## src/rtl/nmr_pkg.sv

```systemverilog
// ============================================================================
//  Module      : nmr_pkg
//  Description : Shared constants for the NMR acquisition readout path:
//                FSM state codes, status-bit indices and default widths.
//  Revision    : 1.0  initial release
// ============================================================================
`default_nettype none

package nmr_pkg;

    // Default BRAM geometry
    localparam int NMR_ADDR_W = 16;
    localparam int NMR_DATA_W = 32;

    // Readout FSM state encoding
    localparam logic [2:0] ST_IDLE   = 3'd0;
    localparam logic [2:0] ST_LOAD   = 3'd1;
    localparam logic [2:0] ST_STREAM = 3'd2;
    localparam logic [2:0] ST_DRAIN  = 3'd3;
    localparam logic [2:0] ST_DONE   = 3'd4;

    // Bit positions inside the sts word
    localparam int STS_DONE  = 0;
    localparam int STS_BUSY  = 1;
    localparam int STS_CLAMP = 2;
    localparam int STS_ABORT = 3;

endpackage

`default_nettype wire

```

## src/rtl/nmr_skid_fifo.sv

```systemverilog
// ============================================================================
//  Module      : nmr_skid_fifo
//  Description : Small synchronous first-word-fall-through FIFO sitting
//                between the BRAM read port and the AXI-Stream output.
//                flush empties it in one cycle and wins over push.
//  Revision    : 1.0  initial release
// ============================================================================
`default_nettype none

module nmr_skid_fifo
    import nmr_pkg::*;
#(
    parameter int WIDTH = NMR_DATA_W + 1,
    parameter int DEPTH = 4
) (
    input  logic                     clk,
    input  logic                     rst,
    input  logic                     flush,
    input  logic                     push,
    input  logic [WIDTH-1:0]         push_data,
    input  logic                     pop,
    output logic [WIDTH-1:0]         pop_data,
    output logic                     empty,
    output logic [$clog2(DEPTH):0]   count
);

    localparam int PTR_W = $clog2(DEPTH);
    localparam int CNT_W = PTR_W + 1;

    logic [WIDTH-1:0] r_mem [DEPTH];
    logic [PTR_W-1:0] r_wr_ptr;
    logic [PTR_W-1:0] r_rd_ptr;
    logic [CNT_W-1:0] r_count;
    logic             w_do_push;
    logic             w_do_pop;

    assign w_do_push = push && (r_count != CNT_W'(DEPTH));
    assign w_do_pop  = pop && (r_count != '0);
    assign empty     = (r_count == '0);
    assign count     = r_count;
    // Head word is forced to zero while empty so the stream bus idles at 0
    assign pop_data  = empty ? '0 : r_mem[r_rd_ptr];

    // Storage array; contents are don't-care until a push marks them valid
    always_ff @(posedge clk) begin
        if (w_do_push) begin
            r_mem[r_wr_ptr] <= push_data;
        end
    end

    // Pointer and occupancy tracking, cleared by reset or flush
    always_ff @(posedge clk) begin
        if (rst || flush) begin
            r_wr_ptr <= '0;
            r_rd_ptr <= '0;
            r_count  <= '0;
        end else begin
            if (w_do_push) begin
                r_wr_ptr <= r_wr_ptr + 1'b1;
            end
            if (w_do_pop) begin
                r_rd_ptr <= r_rd_ptr + 1'b1;
            end
            case ({w_do_push, w_do_pop})
                2'b10:   r_count <= r_count + 1'b1;
                2'b01:   r_count <= r_count - 1'b1;
                default: r_count <= r_count;
            endcase
        end
    end

endmodule

`default_nettype wire

```

## src/rtl/nmr_acq_reader.sv

```systemverilog
// ============================================================================
//  Module      : nmr_acq_reader
//  Description : Reads captured NMR samples out of the acquisition BRAM and
//                streams them to the host DMA on an AXI-Stream master, with
//                frame-based TLAST, abort, count clamping and status.
//  Revision    : 1.0  initial release
// ============================================================================
`default_nettype none

module nmr_acq_reader
    import nmr_pkg::*;
#(
    parameter int ADDR_W     = NMR_ADDR_W,
    parameter int DATA_W     = NMR_DATA_W,
    parameter int FIFO_DEPTH = 4
) (
    input  logic              clk,
    input  logic              rst,
    input  logic              start,
    input  logic              abort,
    input  logic [ADDR_W-1:0] base_addr,
    input  logic [31:0]       nb_of_sample,
    input  logic [15:0]       frame_len,
    output logic              ram_en,
    output logic [ADDR_W-1:0] ram_addr,
    input  logic [DATA_W-1:0] ram_rdata,
    output logic [DATA_W-1:0] m_axis_tdata,
    output logic              m_axis_tvalid,
    output logic              m_axis_tlast,
    input  logic              m_axis_tready,
    output logic [31:0]       sent_count,
    output logic [31:0]       sts
);

    localparam int          CNT_W     = $clog2(FIFO_DEPTH) + 1;
    localparam logic [32:0] BUF_WORDS = 33'd1 << ADDR_W;

    logic [2:0]        r_state;
    logic [ADDR_W-1:0] r_addr;
    logic [31:0]       r_count;
    logic [15:0]       r_frame_len;
    logic [31:0]       r_issued;
    logic [31:0]       r_push_idx;
    logic [15:0]       r_frame_cnt;
    logic              r_inflight;
    logic [31:0]       r_sent;
    logic              r_done;
    logic              r_busy;
    logic              r_clamp;
    logic              r_abort;

    logic [CNT_W-1:0]  w_fifo_count;
    logic              w_fifo_empty;
    logic [DATA_W:0]   w_head;
    logic              w_start_ok;
    logic              w_clamp;
    logic [31:0]       w_count_in;
    logic              w_room;
    logic              w_rd_issue;
    logic              w_frame_end;
    logic              w_push_last;
    logic              w_hs;
    logic              w_enter_done;

    // Abort has priority over start; start only counts from an idle state
    assign w_start_ok = start && !abort && (r_state == ST_IDLE || r_state == ST_DONE);

    // Requests larger than the buffer are clamped to one full buffer pass
    assign w_clamp    = ({1'b0, nb_of_sample} > BUF_WORDS);
    assign w_count_in = w_clamp ? BUF_WORDS[31:0] : nb_of_sample;

    // A read is only issued when its data is guaranteed a FIFO slot
    assign w_room     = (32'(w_fifo_count) + 32'(r_inflight)) < 32'(FIFO_DEPTH);
    assign w_rd_issue = (r_state == ST_STREAM) && (r_issued < r_count) && w_room;

    // TLAST is decided as the word enters the FIFO
    assign w_frame_end = (r_frame_len != 16'd0) && (r_frame_cnt == r_frame_len - 16'd1);
    assign w_push_last = (r_push_idx == r_count - 32'd1) || w_frame_end;

    assign w_hs = m_axis_tvalid && m_axis_tready;

    assign w_enter_done = !abort &&
                          (((r_state == ST_LOAD) && (r_count == 32'd0)) ||
                           ((r_state == ST_DRAIN) && (w_fifo_count == '0) && !r_inflight));

    assign ram_en        = w_rd_issue;
    assign ram_addr      = r_addr;
    assign m_axis_tvalid = !w_fifo_empty;
    assign m_axis_tdata  = w_head[DATA_W-1:0];
    assign m_axis_tlast  = w_head[DATA_W];
    assign sent_count    = r_sent;

    always_comb begin
        sts            = 32'd0;
        sts[STS_DONE]  = r_done;
        sts[STS_BUSY]  = r_busy;
        sts[STS_CLAMP] = r_clamp;
        sts[STS_ABORT] = r_abort;
    end

    nmr_skid_fifo #(
        .WIDTH (DATA_W + 1),
        .DEPTH (FIFO_DEPTH)
    ) u_fifo (
        .clk       (clk),
        .rst       (rst),
        .flush     (abort),
        .push      (r_inflight),
        .push_data ({w_push_last, ram_rdata}),
        .pop       (w_hs),
        .pop_data  (w_head),
        .empty     (w_fifo_empty),
        .count     (w_fifo_count)
    );

    // Readout sequencing: load, stream reads, drain the FIFO, finish
    always_ff @(posedge clk) begin
        if (rst || abort) begin
            r_state <= ST_IDLE;
        end else begin
            case (r_state)
                ST_IDLE, ST_DONE: begin
                    if (start) r_state <= ST_LOAD;
                end
                ST_LOAD: begin
                    r_state <= (r_count == 32'd0) ? ST_DONE : ST_STREAM;
                end
                ST_STREAM: begin
                    if (w_rd_issue && (r_issued == r_count - 32'd1)) r_state <= ST_DRAIN;
                end
                ST_DRAIN: begin
                    if (w_enter_done) r_state <= ST_DONE;
                end
                default: r_state <= ST_IDLE;
            endcase
        end
    end

    // Run parameters, read address and word counters
    always_ff @(posedge clk) begin
        if (rst) begin
            r_addr      <= '0;
            r_count     <= '0;
            r_frame_len <= '0;
            r_issued    <= '0;
            r_push_idx  <= '0;
            r_frame_cnt <= '0;
        end else if (w_start_ok) begin
            r_addr      <= base_addr;
            r_count     <= w_count_in;
            r_frame_len <= frame_len;
            r_issued    <= '0;
            r_push_idx  <= '0;
            r_frame_cnt <= '0;
        end else begin
            if (w_rd_issue) begin
                r_addr   <= r_addr + 1'b1;
                r_issued <= r_issued + 32'd1;
            end
            if (r_inflight) begin
                r_push_idx  <= r_push_idx + 32'd1;
                r_frame_cnt <= w_frame_end ? 16'd0 : r_frame_cnt + 16'd1;
            end
        end
    end

    // One BRAM word is in flight the cycle after a read; abort discards it
    always_ff @(posedge clk) begin
        if (rst || abort) begin
            r_inflight <= 1'b0;
        end else begin
            r_inflight <= w_rd_issue;
        end
    end

    // Downstream handshake counter, survives abort, cleared on a new run
    always_ff @(posedge clk) begin
        if (rst || w_start_ok) begin
            r_sent <= '0;
        end else if (w_hs) begin
            r_sent <= r_sent + 32'd1;
        end
    end

    // Status flags: done is sticky until the next accepted start
    always_ff @(posedge clk) begin
        if (rst) begin
            r_done  <= 1'b0;
            r_busy  <= 1'b0;
            r_clamp <= 1'b0;
            r_abort <= 1'b0;
        end else if (abort) begin
            r_busy  <= 1'b0;
            r_abort <= 1'b1;
        end else if (w_start_ok) begin
            r_done  <= 1'b0;
            r_busy  <= 1'b1;
            r_clamp <= w_clamp;
            r_abort <= 1'b0;
        end else if (w_enter_done) begin
            r_done  <= 1'b1;
            r_busy  <= 1'b0;
        end
    end

endmodule

`default_nettype wire
```

## config.mk

```make
export PLATFORM = sky130hd
export DESIGN_NAME = nmr_acq_reader
export DESIGN_NICKNAME = d
export VERILOG_FILES = /design/src/rtl/nmr_pkg.sv /design/src/rtl/nmr_skid_fifo.sv /design/src/rtl/nmr_acq_reader.sv
export SDC_FILE = /design/constraint.sdc
export NUM_CORES = 1
export LEC_CHECK = 0
export ABC_AREA = 1
export BUFFER_PORTS_ARGS = -buffer_cell sky130_fd_sc_hd__buf_2
export CAP_MARGIN = 20
export CORE_ASPECT_RATIO = 0.7
export CORE_MARGIN = 5
export CORE_UTILIZATION = 30
export CTS_CLUSTER_DIAMETER = 80
export CTS_CLUSTER_SIZE = 8
export DETAILED_ROUTE_END_ITERATION = 6
export PLACE_DENSITY = 0.51
export SKIP_LAST_GASP = 1
export SLEW_MARGIN = 10
export SYNTH_ARGS = -nofsm -noshare
export SYNTH_HDL_FRONTEND = slang
export SYNTH_SLANG_ARGS = --single-unit
```

## constraint.sdc

```tcl
create_clock -name clk -period 7.85 [get_ports clk]
set_input_delay 0.785 -clock clk [delete_from_list [all_inputs] [get_ports clk]]
set_output_delay 0.785 -clock clk [all_outputs]
set_load 0.05 [all_outputs]
```

==> summary.md, run 1 <==
The post-route antenna net violation count is 0, and the fraction of layout cells with a size suffix above 1 is 0.1379. The tools report the root buffer cell as sky130_fd_sc_hd__clkbuf_16. The number of cells on the worst reg-to-reg path is 14. For the number of search-and-repair iterations in the first detailed-routing pass, the log shows 6. The run finished with clean final reports. In this run, post-CTS hold repair placed 0 buffers. The first routing iteration left 1231 violations. The worst hold path begins at ram_rdata[16].

The number of hold violations in the final report was 0. IR analysis of the VDD net gives a maximum drop of 0.1298 mV. In this run the mean area of a mapped cell was 7.708 µm². Power density of the placed cells: 193.8 nW/µm². The core region is 57960 µm². The most used flip-flop cell after synthesis is sky130_fd_sc_hd__dfxtp_1. The post-cts gate resize count is 0, and the proportion of synthesized flip-flops having asynchronous set or reset is 0. The synthesized design contains 132 enable-type register cells. Synthesized-area fraction occupied by ao, oa, aoi and oai cells: 0.1112. The overall global routing resource usage is 0.1661. The analysis attributes to net switching a power of 1018 µW.

The element type at the critical path start was a flop. The total overflow left after global routing is 0. The area growth from synthesis to layout is 16.94%.

The run gives 0 as the final-report setup violation count. The start-to-end type of the worst setup path is reg -> out. In this run the critical register-to-register path is launched from r_count[26]$_SDFFE_PP0P_. At the worst endpoint, the arrival time is 3.07 ns. The first-pass GRT wire length is 83390 µm, and the maximum level of the CTS H-tree is 2. The final setup skew was 0.02900 ns.

In this run, CTS created clock tree buffers numbering 46. The routed design has 54200 µm of wire. The number of buffers on the longest clock path was 3. The net switching fraction of the power came out at 0.2574. The final layout contains 2594 nets. Synthesized area: 17450 µm². The die covers 63170 µm². Sequential area share after synthesis: 0.4486. For the worst setup path, the data required time is 7.07 ns. The initial antenna violation count was 2; the final RePlAce weighted congestion was 0.9356. The worst setup path is captured at an output pin. The post-synthesis share of cell area spent on and, or, nand and nor gates came out at 0.2867. The global-route track usage on met3 is 0.03640, and the number of cells on the worst hold path is 1. The analysis attributes to cell leakage a power of 0.008056 µW.

Most crowded layer after global routing: met2. The top-level I/O count is 216. The cell count after synthesis was 2264; the portion of the clock cycle consumed by the worst path in the final layout was 0.4910. After detailed routing, the number of remaining DRC violations is 0. Clock network power share: 0.467. Largest family of logic cells by synthesized area: simple AND/OR/NAND/NOR gates. The mean routed wirelength per cell was 16.79 µm. The combinational power share was 0.080; the height of the chip was 211.8 µm. The sequential power share was 0.453; the total vias in the final route was 15560. TritonCTS built the clock tree. The clock sink count is 325, and the starting density of the core is 0.3011. The total negative setup slack was 0 ns.

Number of post-CTS setup repair buffers: 0. Global routing met2 resource utilization: 0.2502. The row count was 74; the synthesis warning total was 0.

The run gives 259.5 MHz as the highest achievable clock rate. Setup repair after global routing left no endpoint under its margin. Dividing the detail-routed via count by the number of cells gives 4.823.

The clock reaches the later pin of the worst-skew pair after 0.60 ns. Clock-pin slew on the worst setup and hold paths: 0.05 ns. Highest net fanout along the worst path: 23.

Entering global routing, the biggest net connects 74 pins. The xor/xnor cell area share of the yosys netlist is 0.04367. The path with the worst hold slack has its endpoint at u_fifo.r_mem[0][16]$_DFFE_PP_. The register bit count reported by yosys is 325, and the internal power is 2937 µW. In this run the critical register-to-register path is captured at ram_addr[15]$_SDFFE_PP0P_. After layout, the minimum clock period comes to 3.854 ns. Measured along the x axis, the die boundary spans 298.3 µm. The post-route core utilization came out at 0.3521. The adder-cell share of the synthesized area works out to 0.03270.

The run gives 59 as the number of different library cells in the post-synthesis netlist. The post-synthesis mux area share is 0. Buffers placed on the I/O ports in this run total 187.

The worst-margin pin slew was 0.8932 ns; the met1 global-route usage was 0.2420. The number of max-slew violations in the final report was 0; the HPWL after detailed placement was 39220 µm. Across the run, the number of max-cap violations was 0. The tools report the via count of the first global-routing pass as 14560. The worst relative slew slack is 0.4045, and the setup slack of the most critical reg-to-reg path is 4.04 ns. The path category of the worst min-delay check was in -> reg.
-- power by group through the flow --
stage | Sequential, µW | Clock (µW) | Combinational, µW
final | 1790 | 1850 | 316
after global routing | 1790 | 1980 | 347
after CTS | 1790 | 1910 | 315
after detailed placement | 1830 | 0 | 314
after global placement | 1830 | 0 | 309
after floorplan | 1850 | 0 | 206
-- cells in the mapped netlist (3+ instances only) --
| cell | n | area (µm²) |
|---|---|---|
| sky130_fd_sc_hd__a211oi_1 | 8 | 60.06 |
| sky130_fd_sc_hd__a21oi_1 | 142 | 710.7 |
| sky130_fd_sc_hd__a221oi_1 | 3 | 26.28 |
| sky130_fd_sc_hd__a31oi_1 | 10 | 62.56 |
| sky130_fd_sc_hd__and3_1 | 4 | 25.02 |
| sky130_fd_sc_hd__buf_1 | 8 | 30.03 |
| sky130_fd_sc_hd__buf_2 | 7 | 35.03 |
| sky130_fd_sc_hd__buf_4 | 33 | 247.7 |
| sky130_fd_sc_hd__buf_6 | 4 | 45.04 |
| sky130_fd_sc_hd__clkbuf_1 | 43 | 161.4 |
| sky130_fd_sc_hd__dfxtp_1 | 193 | 3864 |
| sky130_fd_sc_hd__edfxtp_1 | 132 | 3964 |
| sky130_fd_sc_hd__ha_1 | 44 | 550.5 |
| sky130_fd_sc_hd__inv_1 | 207 | 777.0 |
| sky130_fd_sc_hd__inv_2 | 10 | 37.54 |
| sky130_fd_sc_hd__nand2_1 | 403 | 1513 |
| sky130_fd_sc_hd__nand2_2 | 7 | 43.79 |
| sky130_fd_sc_hd__nand3_1 | 132 | 660.6 |
| sky130_fd_sc_hd__nand3b_1 | 6 | 45.04 |
| sky130_fd_sc_hd__nand4_1 | 44 | 275.3 |
| sky130_fd_sc_hd__nor2_1 | 393 | 1475 |
| sky130_fd_sc_hd__nor2_2 | 25 | 156.4 |
| sky130_fd_sc_hd__nor2_4 | 10 | 112.6 |
| sky130_fd_sc_hd__nor3_1 | 47 | 235.2 |
| sky130_fd_sc_hd__nor3_2 | 8 | 80.08 |
| sky130_fd_sc_hd__nor3b_1 | 7 | 52.55 |
| sky130_fd_sc_hd__nor4_1 | 21 | 131.4 |
| sky130_fd_sc_hd__o2111ai_1 | 3 | 26.28 |
| sky130_fd_sc_hd__o21a_1 | 4 | 30.03 |
| sky130_fd_sc_hd__o21ai_0 | 176 | 880.8 |
| sky130_fd_sc_hd__o21ai_1 | 5 | 25.02 |
| sky130_fd_sc_hd__o22ai_1 | 4 | 25.02 |
| sky130_fd_sc_hd__o31ai_1 | 3 | 22.52 |
| sky130_fd_sc_hd__or2_2 | 4 | 25.02 |
| sky130_fd_sc_hd__xnor2_1 | 29 | 254.0 |
| sky130_fd_sc_hd__xor2_1 | 58 | 508.0 |
-- metrics by stage --
step	total power [µW]	std cells	area (µm²)	setup WS (ns)	hold WS [ns]
2_1_floorplan	2051	2291	17550	5.051	0.4304
3_3_place_gp	2135	3157	19060	3.982	0.4428
3_5_place_dp	2140	3159	19100	4.138	0.4437
4_1_cts	4020	3225	20400	3.931	0.3718
5_1_grt	4116	3227	20410	3.783	0.3857
6_report	3956	3227	20410	3.996	0.4111
-- state kept, by name, indices dropped and copies added (netlist names), named ones only --
register	flops
r_abort	1
r_busy	1
r_clamp	1
r_count	32
r_done	1
r_frame_cnt	16
r_frame_len	16
r_inflight	1
r_issued	32
r_push_idx	32
r_state	3
ram_addr	16
sent_count	32
u_fifo.count	3
u_fifo.r_mem	132
u_fifo.r_rd_ptr	2
u_fifo.r_wr_ptr	2
-- worst max-delay path, cell delays in order (launching register included) --
cell	delay, ns
sky130_fd_sc_hd__dfxtp_1	0.61
sky130_fd_sc_hd__ha_1	0.34
sky130_fd_sc_hd__a21oi_1	0.15
sky130_fd_sc_hd__nor2_1	0.05
sky130_fd_sc_hd__nor2_1	0.08
sky130_fd_sc_hd__nand3_1	0.18
sky130_fd_sc_hd__a21oi_1	0.18
sky130_fd_sc_hd__nand3_1	0.10
sky130_fd_sc_hd__nor2_2	0.10
sky130_fd_sc_hd__buf_4	0.31
sky130_fd_sc_hd__buf_2	0.36
-- worst max-delay path by stage --
stage	slack, ns	end	startpoint	cells after the start
after detailed placement	4.14	ram_addr[15]$_SDFFE_PP0P_	r_count[26]$_SDFFE_PP0P_	14
after global routing	3.78	m_axis_tdata[17]	flop	6
after floorplan	5.05	u_fifo.r_mem[0][0]$_DFFE_PP_	r_inflight$_SDFF_PP0_	5
after global placement	3.98	r_push_idx[30]$_SDFFE_PP0P_	start	9
after CTS	3.93	m_axis_tdata[16]	flop	6
final	4.00	ram_en	r_issued[21]$_SDFFE_PP0P_	10
-- per-layer routing --
layer | part of all wire | up-vias | wire (µm)
li1 | - | 7851 | -
met1 | 0.49 | 7250 | 26820
met2 | 0.42 | 391 | 22780
met3 | 0.064 | 72 | 3487
met4 | 0.021 | 0 | 1112
met5 | 0 | - | 0
-- placed cells by master, fill, tap and decap left out, types with 5 or more instances in the layout --
cell type and n:
sky130_fd_sc_hd__nor3_2 8, sky130_fd_sc_hd__nor2_4 14, sky130_fd_sc_hd__o21ai_1 5, sky130_fd_sc_hd__nand2_2 7, sky130_fd_sc_hd__dfxtp_1 192, sky130_fd_sc_hd__nor2_2 27
sky130_fd_sc_hd__nor4_1 21, sky130_fd_sc_hd__a21oi_1 142, sky130_fd_sc_hd__inv_2 10, sky130_fd_sc_hd__buf_4 15, sky130_fd_sc_hd__nand4_1 44, sky130_fd_sc_hd__a31oi_1 10
sky130_fd_sc_hd__buf_2 187, sky130_fd_sc_hd__xor2_1 58, sky130_fd_sc_hd__nand3b_1 6, sky130_fd_sc_hd__clkbuf_1 16, sky130_fd_sc_hd__ha_1 44, sky130_fd_sc_hd__nor2_1 387
sky130_fd_sc_hd__o21ai_0 176, sky130_fd_sc_hd__nand2_1 403, sky130_fd_sc_hd__conb_1 28, sky130_fd_sc_hd__clkbuf_16 46, sky130_fd_sc_hd__nand3_1 132, sky130_fd_sc_hd__nor3b_1 7
sky130_fd_sc_hd__a211oi_1 8, sky130_fd_sc_hd__nor3_1 47, sky130_fd_sc_hd__edfxtp_1 132, sky130_fd_sc_hd__xnor2_1 29, sky130_fd_sc_hd__inv_1 207
-- cell families after synthesis --
kind of cell               Yosys count
AOI/OAI and AO/OA                  365
buffers and inverters              314
and+or+nand+nor                   1127
other                                1
xor gates and xnor gates            87
DFF                                325
adders and majority gates           45
-- layout make-up --
type | instances | area, µm²
fill | 6074 | 37550
multi-input combinational | 1652 | 8417
sequential | 325 | 7829
clock buffer | 62 | 1211
timing repair buffer | 204 | 1087
tap | 760 | 950.9
inverter | 219 | 823.3
clock inverter | 4 | 85.08
antenna | 1 | 2.502
Note: power is estimated with default switching activity, not from simulation.
==> run 2, diff against run 1 <==
Settings changed: PLACE_DENSITY 0.51 to 0.52.
Clock period 7.85 ns to 3.51 ns, I/O delays scaled along.
==> run 2 against run 1 <==
Final cell count rose by 1.7%. Global-route usage fell by 0.30 points. Die area did not move. Setup slack got worse by 3.7 ns. Hold slack got worse by 0.37 ns. Register-to-register slack got worse by 3.6 ns. Via count rose by 1.2%. Flip-flop and latch count did not move. Core utilization rose by 0.95 points.
==> summary.md, run 2 (same netlist as run 1, synthesis figures left out) <==
The slowest stage of the critical path is the sky130_fd_sc_hd__dfxtp_1 cell. The top cell types in the final layout, fill and taps aside, are sky130_fd_sc_hd__nand2_1 (403), sky130_fd_sc_hd__nor2_1 (387), sky130_fd_sc_hd__inv_1 (207). The total negative setup slack is 0 ns (unchanged). The number of max-slew violations in the final report was 0 (unchanged). The worst register-to-register path begins at r_count[0]$_SDFFE_PP0P_. The tools report the critical path arrival as 2.90 ns (-0.17 ns). The endpoint identified for the worst register-to-register timing path is u_fifo.r_mem[3][32]$_DFFE_PP_.

Overall global routing resource usage: 0.1631 (-0.002985). The start-to-end type of the worst setup path is reg -> out. The worst ir drop on vdd came out at 0.3043 mV (+130%). The total wirelength of the detailed-routed design was 53040 µm (-2.1%); the residual overflow from global routing was 0 (unchanged). The fraction of layout cells with a size suffix above 1 is 0.1388 (+0.0009587). Floorplan die area: 63170 µm² (unchanged). The initial antenna violation count was 0 (-2). Setup repair after global routing left no endpoint under its margin. The leading cell type in the layout, fill and taps excluded is sky130_fd_sc_hd__nand2_1. The total vias in the final route was 15750 (+1.2%); the data required time of the critical path was 3.16 ns (-3.91 ns).

The number of buffers inserted by port buffering came out at 187 (unchanged). The portion of the clock cycle consumed by the worst path in the final layout is 0.9254, and the number of instances in the placed design is 3169 (+0.32%). The critical path goes through inv_1 -> ha_1 -> a21o_1 -> nand3_1 -> a21oi_1 -> nor2_1 -> nand2_1 -> nand2_1 -> nand3_1 -> nor2_2 -> buf_6 -> buf_2. For the row count, the log shows 74 (unchanged).

For the via count of the first global-routing pass, the log shows 14950 (+2.7%). Grouping stages by cell kind, the critical path spends the most delay in buffers and inverters. The logs give 0 (-1) for the count of inserted antenna diode cells and 2647 (+2.0%) for the number of nets in the finished design.

Longest individual stage delay on the worst path: 0.43 ns (-0.18 ns). The worst setup path is captured at an output pin. TritonCTS built the clock tree. The tools report the leakage power figure as 0.008299 µW (+3.0%). STA classifies the critical path startpoint as a flop. Top-level I/O count: 216 (unchanged). The total core area came out at 57960 µm² (unchanged). The flip-flop count of the largest register after layout works out to 132 (unchanged). The number of DRC markers after the initial detailed-route iteration came out at 1217 (-1.1%). u_fifo.r_mem holds more flip-flops than any other register. The non-filler instance count after layout came out at 3281 (+1.7%).

Clock latency on the worst-skew pair: 0.59 ns (about the same). The highest achievable clock rate is 307.9 MHz, and the height of the chip is 211.8 µm (unchanged). The run gives 0.04420 ns (-0.3669 ns) as the worst hold slack across all endpoints. Clock tree synthesis selected as its root buffer the cell sky130_fd_sc_hd__clkbuf_16. The flow ran to the end, and the final reports show no timing, DRC or antenna violations. The maximum level of the CTS H-tree came out at 2 (unchanged). The tools report the final setup skew as 0.02755 ns (-0.001453 ns).

The number of buffers created by CTS was 46 (unchanged); the relative area change from synthesis to final layout was 20.08%. The number of buffers on the longest clock path was 3 (unchanged). The tools report the number of search-and-repair iterations in the first detailed-routing pass as 5 (-1). The final RePlAce weighted congestion is 0.9419 (+0.67%).

Worst-margin pin slew: 1.068 ns (+0.1748 ns). The starting density of the core is 0.3011 (unchanged), and the post-route antenna net violation count is 0 (unchanged). The HPWL after detailed placement was 38720 µm (-1.3%). The number of cells on the worst hold path came out at 3 (+2).

The power density of the placed cells was 423.4 nW/µm² (+120%). The path category of the worst min-delay check was in -> reg. The tools report the max-cap check violation count as 0 (unchanged).

The tools report the number of hold violations in the final report as 0 (unchanged). The final critical path time including I/O delays and setup is 3.248 ns. The tools report the worst hold path endpoint as ram_addr[15]$_SDFFE_PP0P_. The total power after layout was 8872 µW (+120%); the worst-case reg-to-reg path depth was 13 (-1). The final-report setup violation count came out at 0 (unchanged). The filler cell count was 6067 (-0.12%); the highest net fanout along the worst path was 22 (-4.3%).

The post-route core utilization is 0.3615 (+0.009455), and the maximum number of pins on one net before global-route repair is 67 (-9.5%). The die outline width came out at 298.3 µm (unchanged). The critical path buffer and inverter count came out at 3 (+1). Clock sink count: 325 (unchanged). The clock-pin slew on the worst setup and hold paths is 0.05 ns (about the same).

The worst hold path begins at base_addr[15]. The worst relative slew slack came out at 0.2854 (-0.1191). The mean routed wirelength per cell came out at 16.17 µm (-3.7%).

The run gives 0.40 ns (-3.64 ns) as the setup slack of the most critical reg-to-reg path. Remaining routing DRC violations: 0 (unchanged). Ratio of routed vias to standard cells: 4.800 (-0.47%).

For the first-pass GRT wire length, the log shows 83380 µm (about the same).
## run 2: power breakdown
part	leakage (µW)	internal (µW)	total, µW	switching, µW
clock	0.000625	2410	4130	1720
combinational	0.00492	236	733	497
sequential	0.00275	3970	4010	40.4
## run 2: what timing repair did
action,CTS,global route
endpoints found under the hold margin,139,0
gates resized for setup,0,1
setup buffers,0,0
hold buffers,43,0
setup endpoints to repair,0,1
## run 2: worst min-delay path, cell delays in order
cell and delay (ns):
sky130_fd_sc_hd__buf_2 0.09, sky130_fd_sc_hd__a21oi_1 0.05, sky130_fd_sc_hd__a21oi_1 0.10
## run 2: how the worst max path moves through the flow
stage,startpoint,end,slack (ns),cells past startpoint
floorplan,r_inflight$_SDFF_PP0_,u_fifo.r_mem[0][0]$_DFFE_PP_,0.71,5
global placement,r_count[0]$_SDFFE_PP0P_,u_fifo.r_mem[2][32]$_DFFE_PP_,0.24,13
detailed placement,r_count[0]$_SDFFE_PP0P_,u_fifo.r_mem[3][32]$_DFFE_PP_,0.31,13
CTS,r_count[9]$_SDFFE_PP0P_,ram_en,0.16,12
global route,r_count[3]$_SDFFE_PP0P_,ram_en,0.06,13
finish,r_count[9]$_SDFFE_PP0P_,ram_en,0.26,12
## run 2: cell type report
cell class / count / area, µm² / area share
tap: 760 / 950.9 / 0.04538
timing repair buffer: 257 / 1630 / 0.07780
clock inverter: 4 / 85.08 / 0.004060
clock buffer: 64 / 1219 / 0.05816
sequential: 325 / 7829 / 0.3736
inverter: 219 / 823.3 / 0.03929
multi-input combinational: 1652 / 8417 / 0.4017
## run 2: routing by layer
metal | share of wire | vias to the layer above | track usage
met5 | 0 | - | 0
met4 | 0.024 | 0 | 0.04880
met3 | 0.058 | 79 | 0.03188
met2 | 0.43 | 412 | 0.2445
met1 | 0.49 | 7302 | 0.2385
li1 | - | 7957 | -
## run 2: stage by stage
step	setup slack (ns)	instance area (µm²)
2_1_floorplan	0.7108	17550
3_3_place_gp	0.2433	19200
3_5_place_dp	0.3102	19200
4_1_cts	0.1555	20940
5_1_grt	0.05516	20950
6_report	0.2619	20950
==> run 3, diff against run 2 <==
Settings changed: CORE_UTILIZATION 30 to 53, PLACE_DENSITY 0.52 to 0.81.
==> run 3 against run 2 <==
Die area is 42% lower. Count of clock-buffer cells in the layout is 1 higher. Sequential power hardly changed. Total power is 0.69% lower. Setup slack worse by 0.10 ns. Clock skew is 0.014 ns higher. Clock power is 1% lower. Final cell count is 11% lower. Non-clock buffer count is 16 lower. Register-to-register slack worse by 0.14 ns. Core utilization is 27 points higher. Largest cell class unchanged. Largest power group unchanged.
==> summary.md, run 3 (same netlist as run 1, synthesis figures left out) <==
The library cells used most frequently in the layout, excluding fill and tap cells, are sky130_fd_sc_hd__nand2_1 (403), sky130_fd_sc_hd__nor2_1 (387), sky130_fd_sc_hd__inv_1 (207). The power density of the placed cells works out to 433.8 nW/µm² (+2.4%). The run gives 51330 µm (-3.2%) as the total wirelength of the detailed-routed design. The HPWL after detailed placement was 37320 µm (-3.6%).

The worst hold path begins at frame_len[6]. TritonCTS built the clock tree. Setup repair after global routing left no endpoint under its margin. The run gives 16140 (+2.5%) as the total vias in the final route.

The portion of the clock cycle consumed by the worst path in the final layout is 0.9538 (+0.02840), and the residual overflow from global routing is 0 (unchanged). The flow ran to the end, and the final reports show no timing, DRC or antenna violations. The die outline width is 226.9 µm (-24%), and the worst-case setup margin in the final layout is 0.1622 ns (-0.09968 ns). The clock-pin slew on the worst setup and hold paths is 0.05 ns (about the same), and the net switching fraction of the power is 0.2512 (-0.003781). The ratio of routed vias to standard cells is 5.501 (+15%). STA classifies the critical path endpoint as an output pin.

The leakage power figure came out at 0.008223 µW (-0.91%). The number of max-slew violations in the final report is 0 (unchanged), and the maximum level of the CTS H-tree is 2 (unchanged). The non-filler instance count after layout was 2934 (-11%); the number of buffers inserted by port buffering was 187 (unchanged). The total core area was 32410 µm² (-44%). The logs give 0.4175 mV (+37%) for the worst ir drop on vdd and 0.082 (about the same) for the combinational power share. The number of instances in the placed design was 2839 (-10%); the number of search-and-repair iterations in the first detailed-routing pass was 6 (+1). The number of buffers on the longest clock path is 3 (unchanged). The logs give 0 (unchanged) for the post-route antenna net violation count and 0.455 (+0.003) for the sequential power share. STA classifies the critical path startpoint as a flop.

For the net switching component of the power, the log shows 2213 µW (-2.2%). For the number of post-CTS setup repair buffers, the log shows 0 (unchanged). The final RePlAce weighted congestion is 1.023 (+8.6%), and the relative area change from synthesis to final layout is 16.40%. The highest net fanout along the worst path came out at 22 (unchanged).

The tools report the startpoint of the worst register-to-register path as r_count[0]$_SDFFE_PP0P_. More flip-flops sit in one register than any other, and that register is u_fifo.r_mem. The clock latency on the worst-skew pair was 0.58 ns (about the same); the maximum number of pins on one net before global-route repair was 65 (-3.0%). The most critical setup path has its startpoint at r_count[3]$_SDFFE_PP0P_.

The height of the chip was 161.8 µm (-24%); the highest achievable clock rate was 298.7 MHz (-3.0%). The min-delay analysis places its worst path in the category in -> reg. For the number of nets in the finished design, the log shows 2631 (-0.60%). The overall global routing resource usage was 0.2712 (+0.1081); the internal power was 6597 µW (-0.19%).

The floorplan die area is 36710 µm² (-42%), and the via count of the first global-routing pass is 15170 (+1.5%). The tools report the final setup skew as 0.04198 ns (+0.01443 ns). The worst relative slew slack was 0.4954 (+0.2100). The tools report the clock network power share as 0.463 (-0.003). For the initial antenna violation count, the log shows 1 (+1).

The row count was 55 (-26%). The number of DRC markers after the initial detailed-route iteration was 1581 (+30%); the clock sink count was 325 (unchanged). Leaving out fill and tap cells, the most frequent cell in the layout is sky130_fd_sc_hd__nand2_1.

The placement-stage worst setup slack came out at 0.3522 ns (+0.04202 ns). The top-level I/O count is 216 (unchanged). The logs give 3.00 ns (+0.10 ns) for the critical path arrival and 46 (unchanged) for the number of buffers created by CTS. The worst-margin pin slew was 0.7551 ns (-0.3130 ns). The logs give 0.6267 (+0.2652) for the post-route core utilization and 0 (unchanged) for the remaining routing DRC violations.

CTS placed an instance of sky130_fd_sc_hd__clkbuf_16 at the clock tree root. For the max-cap check violation count, the log shows 0 (unchanged). The final-report setup violation count was 0 (unchanged).

The flip-flop count of the largest register after layout is 132 (unchanged). The data required time of the critical path is 3.16 ns (about the same), and the number of hold violations in the final report is 0 (unchanged). The mean routed wirelength per cell is 17.50 µm (+8.2%), and the starting density of the core is 0.5384 (+0.2373). The first-pass GRT wire length was 80470 µm (-3.5%); the fraction of layout cells with a size suffix above 1 was 0.1409 (+0.002028). Start-to-end type of the worst setup path: reg -> out. For the total negative setup slack, the log shows 0 ns (unchanged). The final critical path time including I/O delays and setup was 3.348 ns (+0.09968 ns).
-- run 3: timing repair --
item,4_1_cts,5_1_grt
endpoints found under the hold margin,93,0
resized for setup,0,3
setup endpoints to repair,0,1
hold buffers,24,0
-- run 3: metal layers --
metal  GRT usage  share of wire
met2      0.4036           0.43
met5           0              0
met1      0.3913           0.44
met3     0.07480           0.10
met4     0.07270          0.021
-- run 3: worst paths after layout --
check | endpoint | slack [ns] | cells after the start
worst min-delay path | r_frame_len[6]$_SDFFE_PP0P_ | 0.02 | 3
worst max register to register | r_state[2]$_SDFFE_PP0P_ | 0.26 | 15
worst min register to register | r_done$_SDFFE_PP0P_ | 0.45 | 2
worst max-delay path | ram_en | 0.16 | 13
-- run 3: cell type report --
type,instances,area (µm²)
well taps,427,534.3
flip-flops and latches,325,7829
fillers,2762,12100
diodes,1,2.502
clock inverters,4,85.08
multi-input cells,1652,8397
repair buffers,241,1419
inverters,219,823.3
clock buffers,65,1222
-- run 3: power by group through the flow --
stage                     Combinational, µW  Sequential [µW]  Clock, µW
after detailed placement                685             4080          0
after global routing                    788             4010       4320
after global placement                  667             4080          0
after floorplan                         462             4130          0
final                                   723             4010       4080
after CTS                               712             4010       4140
-- run 3: worst max-delay path, stage by stage (launching register included) --
cell                       delay [ns]
sky130_fd_sc_hd__dfxtp_1         0.39
sky130_fd_sc_hd__inv_1           0.10
sky130_fd_sc_hd__ha_1            0.31
sky130_fd_sc_hd__a21oi_1         0.15
sky130_fd_sc_hd__o21ai_0         0.14
sky130_fd_sc_hd__nand2_1         0.08
sky130_fd_sc_hd__nand2_1         0.06
sky130_fd_sc_hd__nand2_1         0.06
sky130_fd_sc_hd__nand2_1         0.09
sky130_fd_sc_hd__nand2_1         0.09
sky130_fd_sc_hd__nand3_1         0.13
sky130_fd_sc_hd__nor2_2          0.25
sky130_fd_sc_hd__buf_8           0.26
sky130_fd_sc_hd__clkbuf_4        0.28
-- run 3: metrics by stage --
stage               power (µW)  hold WS (ns)  area [µm²]
finish                    8811       0.01886       20310
global route              9123       0.01115       20310
CTS                       8863     0.0006434       20280
detailed placement        4769        0.4414       18740
global placement          4750        0.4391       18740
floorplan                 4588        0.4304       17550
